### config.mk
export PLATFORM = sky130hd
export DESIGN_NAME = alu_rs_age_ordered
export DESIGN_NICKNAME = d
export VERILOG_FILES = /design/src/rtl/alu_rs_age_ordered.sv
export SDC_FILE = /design/constraint.sdc
export NUM_CORES = 2
export LEC_CHECK = 0
export CAP_MARGIN = 10
export CORE_ASPECT_RATIO = 0.8
export CORE_MARGIN = 2
export CORE_UTILIZATION = 50
export CTS_BUF_LIST = sky130_fd_sc_hd__clkbuf_4
export DETAILED_ROUTE_END_ITERATION = 8
export DONT_BUFFER_PORTS = 1
export SKIP_LAST_GASP = 1
export SYNTH_ARGS = -nofsm -noshare
export SYNTH_HDL_FRONTEND = slang
export SYNTH_SLANG_ARGS = --single-unit
### constraint.sdc
create_clock -name clk -period 69 [get_ports clk]
set_input_delay 6.9 -clock clk [delete_from_list [all_inputs] [get_ports clk]]
set_output_delay 6.9 -clock clk [all_outputs]
set_load 0.005 [all_outputs]
### src/rtl/alu_rs_age_ordered.sv
// Age-ordered reservation station for a single-issue unit: snoops NCDB result buses,
// wakes pending operands and issues the oldest ready op through a valid/ready register.
module alu_rs_age_ordered #(
    parameter int DEPTH    = 8,
    parameter int NCDB     = 2,
    parameter int DATA_W   = 32,
    parameter int TAG_W    = 4,
    parameter int TAG_FREE = 0,
    parameter int NAME_W   = 5,
    parameter int OP_W     = 6,
    parameter int IMM_W    = 32
) (
    input  logic                     clk,
    input  logic                     rst,
    input  logic                     flush,
    input  logic [NCDB-1:0]          cdb_valid,
    input  logic [NCDB*TAG_W-1:0]    cdb_tag,
    input  logic [NCDB*DATA_W-1:0]   cdb_data,
    input  logic                     alloc_valid,
    output logic                     alloc_ready,
    input  logic [OP_W-1:0]          alloc_op,
    input  logic [IMM_W-1:0]         alloc_imm,
    input  logic [NAME_W-1:0]        alloc_name_w,
    input  logic [TAG_W-1:0]         alloc_tag_w,
    input  logic [DATA_W-1:0]        alloc_data_o,
    input  logic [DATA_W-1:0]        alloc_data_t,
    input  logic [TAG_W-1:0]         alloc_tag_o,
    input  logic [TAG_W-1:0]         alloc_tag_t,
    output logic                     issue_valid,
    input  logic                     issue_ready,
    output logic [OP_W-1:0]          issue_op,
    output logic [IMM_W-1:0]         issue_imm,
    output logic [NAME_W-1:0]        issue_name_w,
    output logic [TAG_W-1:0]         issue_tag_w,
    output logic [DATA_W-1:0]        issue_data_o,
    output logic [DATA_W-1:0]        issue_data_t,
    output logic [$clog2(DEPTH):0]   free_count
);
    localparam int IDX_W = $clog2(DEPTH);
    localparam int CNT_W = IDX_W + 1;
    localparam logic [TAG_W-1:0] FREE = TAG_W'(TAG_FREE);

    // Returns {tag, data} after this-cycle CDB match; lowest port index wins.
    function automatic logic [TAG_W+DATA_W-1:0] snoop(
        input logic [TAG_W-1:0]        tag,
        input logic [DATA_W-1:0]       data,
        input logic [NCDB-1:0]         v,
        input logic [NCDB*TAG_W-1:0]   tags,
        input logic [NCDB*DATA_W-1:0]  datas
    );
        logic [TAG_W+DATA_W-1:0] r;
        r = {tag, data};
        for (int p = NCDB - 1; p >= 0; p--) begin
            if (v[p] && (tag != FREE) && (tag == tags[p*TAG_W +: TAG_W]))
                r = {FREE, datas[p*DATA_W +: DATA_W]};
        end
        return r;
    endfunction

    logic [DEPTH-1:0]  valid_reg;
    logic [IDX_W-1:0]  rank_reg   [DEPTH];
    logic [OP_W-1:0]   op_reg     [DEPTH];
    logic [IMM_W-1:0]  imm_reg    [DEPTH];
    logic [NAME_W-1:0] name_reg   [DEPTH];
    logic [TAG_W-1:0]  tagw_reg   [DEPTH];
    logic [TAG_W-1:0]  tag_o_reg  [DEPTH];
    logic [TAG_W-1:0]  tag_t_reg  [DEPTH];
    logic [DATA_W-1:0] data_o_reg [DEPTH];
    logic [DATA_W-1:0] data_t_reg [DEPTH];

    logic [TAG_W-1:0]  wake_tag_o  [DEPTH];
    logic [TAG_W-1:0]  wake_tag_t  [DEPTH];
    logic [DATA_W-1:0] wake_data_o [DEPTH];
    logic [DATA_W-1:0] wake_data_t [DEPTH];
    logic [DEPTH-1:0]  ready;

    logic [TAG_W-1:0]  new_tag_o, new_tag_t;
    logic [DATA_W-1:0] new_data_o, new_data_t;

    genvar gi;
    generate
        for (gi = 0; gi < DEPTH; gi++) begin : g_wake
            assign {wake_tag_o[gi], wake_data_o[gi]} =
                snoop(tag_o_reg[gi], data_o_reg[gi], cdb_valid, cdb_tag, cdb_data);
            assign {wake_tag_t[gi], wake_data_t[gi]} =
                snoop(tag_t_reg[gi], data_t_reg[gi], cdb_valid, cdb_tag, cdb_data);
            assign ready[gi] = valid_reg[gi] && (wake_tag_o[gi] == FREE) && (wake_tag_t[gi] == FREE);
        end
    endgenerate

    assign {new_tag_o, new_data_o} = snoop(alloc_tag_o, alloc_data_o, cdb_valid, cdb_tag, cdb_data);
    assign {new_tag_t, new_data_t} = snoop(alloc_tag_t, alloc_data_t, cdb_valid, cdb_tag, cdb_data);

    logic             sel_found;
    logic [IDX_W-1:0] sel_idx, sel_rank, free_idx, new_rank;
    logic [CNT_W-1:0] valid_cnt;
    logic             can_load, do_issue, do_alloc;

    always_comb begin
        sel_found = 1'b0;
        sel_idx   = '0;
        sel_rank  = '0;
        free_idx  = '0;
        valid_cnt = '0;
        for (int i = DEPTH - 1; i >= 0; i--) begin
            if (!valid_reg[i]) free_idx = IDX_W'(i);
        end
        for (int i = 0; i < DEPTH; i++) begin
            valid_cnt = valid_cnt + CNT_W'(valid_reg[i]);
            if (ready[i] && (!sel_found || rank_reg[i] < sel_rank)) begin
                sel_found = 1'b1;
                sel_idx   = IDX_W'(i);
                sel_rank  = rank_reg[i];
            end
        end
    end

    assign free_count  = CNT_W'(DEPTH) - valid_cnt;
    assign alloc_ready = (free_count != '0);
    assign can_load    = !issue_valid || issue_ready;
    assign do_issue    = can_load && sel_found;
    assign do_alloc    = alloc_valid && alloc_ready;
    // Youngest rank is the occupancy left after this cycle's removal.
    assign new_rank    = IDX_W'(valid_cnt - CNT_W'(do_issue));

    always_ff @(posedge clk or posedge rst) begin
        if (rst) begin
            for (int i = 0; i < DEPTH; i++) begin
                valid_reg[i]  <= 1'b0;
                rank_reg[i]   <= '0;
                op_reg[i]     <= '0;
                imm_reg[i]    <= '0;
                name_reg[i]   <= '0;
                tagw_reg[i]   <= FREE;
                tag_o_reg[i]  <= FREE;
                tag_t_reg[i]  <= FREE;
                data_o_reg[i] <= '0;
                data_t_reg[i] <= '0;
            end
        end else if (flush) begin
            valid_reg <= '0;
        end else begin
            for (int i = 0; i < DEPTH; i++) begin
                if (do_alloc && free_idx == IDX_W'(i)) begin
                    valid_reg[i]  <= 1'b1;
                    rank_reg[i]   <= new_rank;
                    op_reg[i]     <= alloc_op;
                    imm_reg[i]    <= alloc_imm;
                    name_reg[i]   <= alloc_name_w;
                    tagw_reg[i]   <= alloc_tag_w;
                    tag_o_reg[i]  <= new_tag_o;
                    tag_t_reg[i]  <= new_tag_t;
                    data_o_reg[i] <= new_data_o;
                    data_t_reg[i] <= new_data_t;
                end else if (valid_reg[i]) begin
                    if (do_issue && sel_idx == IDX_W'(i)) begin
                        valid_reg[i] <= 1'b0;
                    end else begin
                        tag_o_reg[i]  <= wake_tag_o[i];
                        tag_t_reg[i]  <= wake_tag_t[i];
                        data_o_reg[i] <= wake_data_o[i];
                        data_t_reg[i] <= wake_data_t[i];
                        if (do_issue && rank_reg[i] > sel_rank)
                            rank_reg[i] <= rank_reg[i] - 1'b1;
                    end
                end
            end
        end
    end

    always_ff @(posedge clk or posedge rst) begin
        if (rst) begin
            issue_valid  <= 1'b0;
            issue_op     <= '0;
            issue_imm    <= '0;
            issue_name_w <= '0;
            issue_tag_w  <= FREE;
            issue_data_o <= '0;
            issue_data_t <= '0;
        end else if (flush) begin
            issue_valid  <= 1'b0;
            issue_op     <= '0;
            issue_imm    <= '0;
            issue_name_w <= '0;
            issue_tag_w  <= FREE;
            issue_data_o <= '0;
            issue_data_t <= '0;
        end else if (can_load) begin
            issue_valid <= sel_found;
            if (sel_found) begin
                issue_op     <= op_reg[sel_idx];
                issue_imm    <= imm_reg[sel_idx];
                issue_name_w <= name_reg[sel_idx];
                issue_tag_w  <= tagw_reg[sel_idx];
                issue_data_o <= wake_data_o[sel_idx];
                issue_data_t <= wake_data_t[sel_idx];
            end
        end
    end
endmodule

==> flow_summary.yaml <==
run_status:
  status: "complete, no violations"
synth:
  synth_edf_count: 0
  postSynth.asyncResetShare: 1.00
  synth-seq-cells: 1096
  synth.most_common_cell: "nand2_1"
  syn_nets: 8993
  syn_area_um2: 70400
  synth_area_leader_cell: "dfrtp_1"
  synth_flop_cell: "dfrtp_1"
  yosysSeqAreaShare: 0.389
  ys_top_cells_by_count: "nand2_1, dfrtp_1, a21oi_1, nor2_1, clkbuf_1"
  syn_avg_cell_area_um2: 8.05
  yosys.area.top_type_share: 0.389
  synthTopCellsByArea: "dfrtp_1, mux2i_1, nand2_1"
  yosysWarnings: 0
  synthCells: 8748
  synth_cell_types: 100
cts:
  insertion_delay_ps: 1400
  cts_sinks: 1096
  clock_path_buffers: 4
  path_clk_slew_ps: 60
  postCtsResizedCells: 0
  cts_max_level: 5
  post-cts-setup-buffers: 0
  cts_buffers: 317
  cts_tree: "built"
  cts_root_buffer: "clkbuf_4"
  postCtsHoldBufs: 0
power_and_ir_drop:
  vdd_drop_max_mv: 0.0204
  p_leak_nw: 33.1
  cellPowerDensity_nw_per_um2: 27.8
timing:
  tns_ps: 0
  max_freq_mhz: 50.3
  fin_ws_ps: 49110
  fin_crit_sh: 0.288
  final_max_slew_viol_count: 0
  finalHoldViolCount: 0
  setup_viol: 0
  worstMarginPinSlew_ps: 1360
  skew_ps: 103
  rsz0062_at_grt: "false"
  max_slew_margin: 0.0902
  min_period_ps: 19890
routing:
  wl_per_cell_um: 29.9
  vias_per_cell: 6.72
  drc_errors: 0
  dr_total_vias: 69800
  postRouteAntennaNets: 0
  drt-total-wl_mm: 311
  dr.pass1.iters: 8
  drt_iter0_drc: 9636
finish:
  regArea_um2: 27400
  num-fill-cells: 13300
  layout-drive-gt1-share: 0.110
  multiInputGateArea_um2: 39700
  finalNetCount: 8540
  synthToLayoutAreaGrowth_pct: 6.07
floorplanning:
  core_area_um2: 140000
  die_area_um2: 144000
  num_rows: 123
  die_x_um: 424
  num_io_pins: 315
  die_height_um: 340
  initial_utilization: 0.502
global_routing:
  grt_max_degree: 207
  gr-total-overflow: 0
  grt_util_all_layers: 0.421
  antenna_found_initial: 25
  grt_pass1_vias: 65500
  grt_pass1_wl_mm: 451
placement:
  port_buffers: 0
  dp_slack_ps: 48170
  dp_hpwl_mm: 174
  gp_congestion: 0.929
critical_path:
  crit_top_cell: "ha_1"
  crit_fanout: 37
  end_kind: "flop"
  startpoint_type: "input port"
  arrival_ps: 21100
  max_stage_delay_ps: 600
  worst_ep_required_time_ps: 70210
  path_class: "input port to flop"
  critical_path.slowest_cell: "buf_4"
min_path:
  hold_class: "flop to flop"
flow_run:
  cap_violations: 0
routing by layer:
metal	track usage	vias up	wire, µm	share of wire
li1	-	30000	-	-
met1	0.573	34000	123000	0.40
met2	0.598	4832	128000	0.41
met3	0.129	950	42600	0.14
met4	0.222	6	17100	0.055
met5	0.00588	-	143	0.00046
critical path: cells and delay by family:
kind	cells	cell delay, ps
adders and majority gates	8	2250
muxes	2	720
and+or+nand+nor	17	2850
buffers and inverters	9	1760
AOI/OAI and AO/OA	28	6550
cell usage in the layout, fill, tap and decap left out, types with 21 or more instances in the layout:
| cell type | Yosys | routed |
|---|---|---|
| nand4_1 | 105 | 105 |
| ha_1 | 43 | 43 |
| inv_1 | 75 | 72 |
| nor3_1 | 235 | 232 |
| dfrtp_1 | 1096 | 1096 |
| clkinv_1 | 0 | 46 |
| a211oi_1 | 155 | 155 |
| or3_1 | 21 | 21 |
| nand2_1 | 1703 | 1688 |
| mux2_1 | 41 | 41 |
| a22oi_1 | 143 | 143 |
| mux2i_1 | 681 | 681 |
| o22ai_1 | 65 | 65 |
| buf_4 | 12 | 142 |
| o22a_1 | 178 | 178 |
| a21oi_4 | 1 | 21 |
| mux2_2 | 185 | 185 |
| xnor2_1 | 99 | 99 |
| nor2_1 | 823 | 799 |
| nand3_1 | 55 | 51 |
| clkbuf_4 | 0 | 458 |
| o211ai_1 | 69 | 69 |
| o21ai_0 | 604 | 604 |
| diode_2 | 0 | 22 |
| a21oi_1 | 949 | 931 |
| xor2_1 | 22 | 22 |
| nor2_4 | 0 | 23 |
| and3_1 | 125 | 125 |
cell families (layout without fill, tap and decap cells):
| group | after synthesis | count (layout) | share of synthesized area |
|---|---|---|---|
| adder cells (fa/ha/maj) | 49 | 49 | 0.00908 |
| other | 0 | 22 | 0 |
| XOR/XNOR | 121 | 121 | 0.0150 |
| multiplexers | 907 | 907 | 0.133 |
| AND/OR/NAND/NOR | 3153 | 3153 | 0.186 |
| flip-flops | 1096 | 1096 | 0.389 |
| AO/OA/AOI/OAI | 2427 | 2427 | 0.212 |
| buffers and inverters | 995 | 738 | 0.0562 |
per-stage QoR:
step	power, mW	instance area (µm²)	utilization	instances	hold WS [ps]
after floorplan	1.30	70400	-	8748	438
after global placement	1.44	70900	0.506	9851	449
after detailed placement	1.46	70900	0.506	9851	454
after CTS	2.07	74700	0.533	10400	469
after global routing	2.19	74700	0.533	10400	484
final	2.08	74700	0.533	10400	470
layout make-up:
class | instances | area share
multi-input cells | 6657 | 0.532
flip-flops and latches | 1096 | 0.367
clock buffers | 458 | 0.0460
well taps | 1875 | 0.0314
repair buffers | 146 | 0.0153
inverters | 77 | 0.00400
clock inverters | 57 | 0.00365
diodes | 22 | 0.000737
where the power goes:
part           total, mW  internal (mW)  leakage, nW  switching, mW
clock              0.614          0.309         2.24          0.305
sequential         0.841          0.760         14.2         0.0805
combinational      0.622          0.252         16.6          0.370
total               2.08           1.32         33.1          0.756
final timing paths:
kind	startpoint	end	slack (ps)	depth (start not counted)
setup / recovery	cdb_tag[3]	rank_reg[9]	49110	64
hold / removal	imm_reg[37]	imm_reg[37]	470	2
setup reg to reg	tag_t_reg[28]	rank_reg[9]	54190	64
hold reg to reg	imm_reg[37]	imm_reg[37]	470	2
max in group asynchronous	rst	imm_reg[217]	60140	4
min in group asynchronous	rst	tag_t_reg[24]	5600	1
Note: power is estimated with default switching activity, not from simulation.
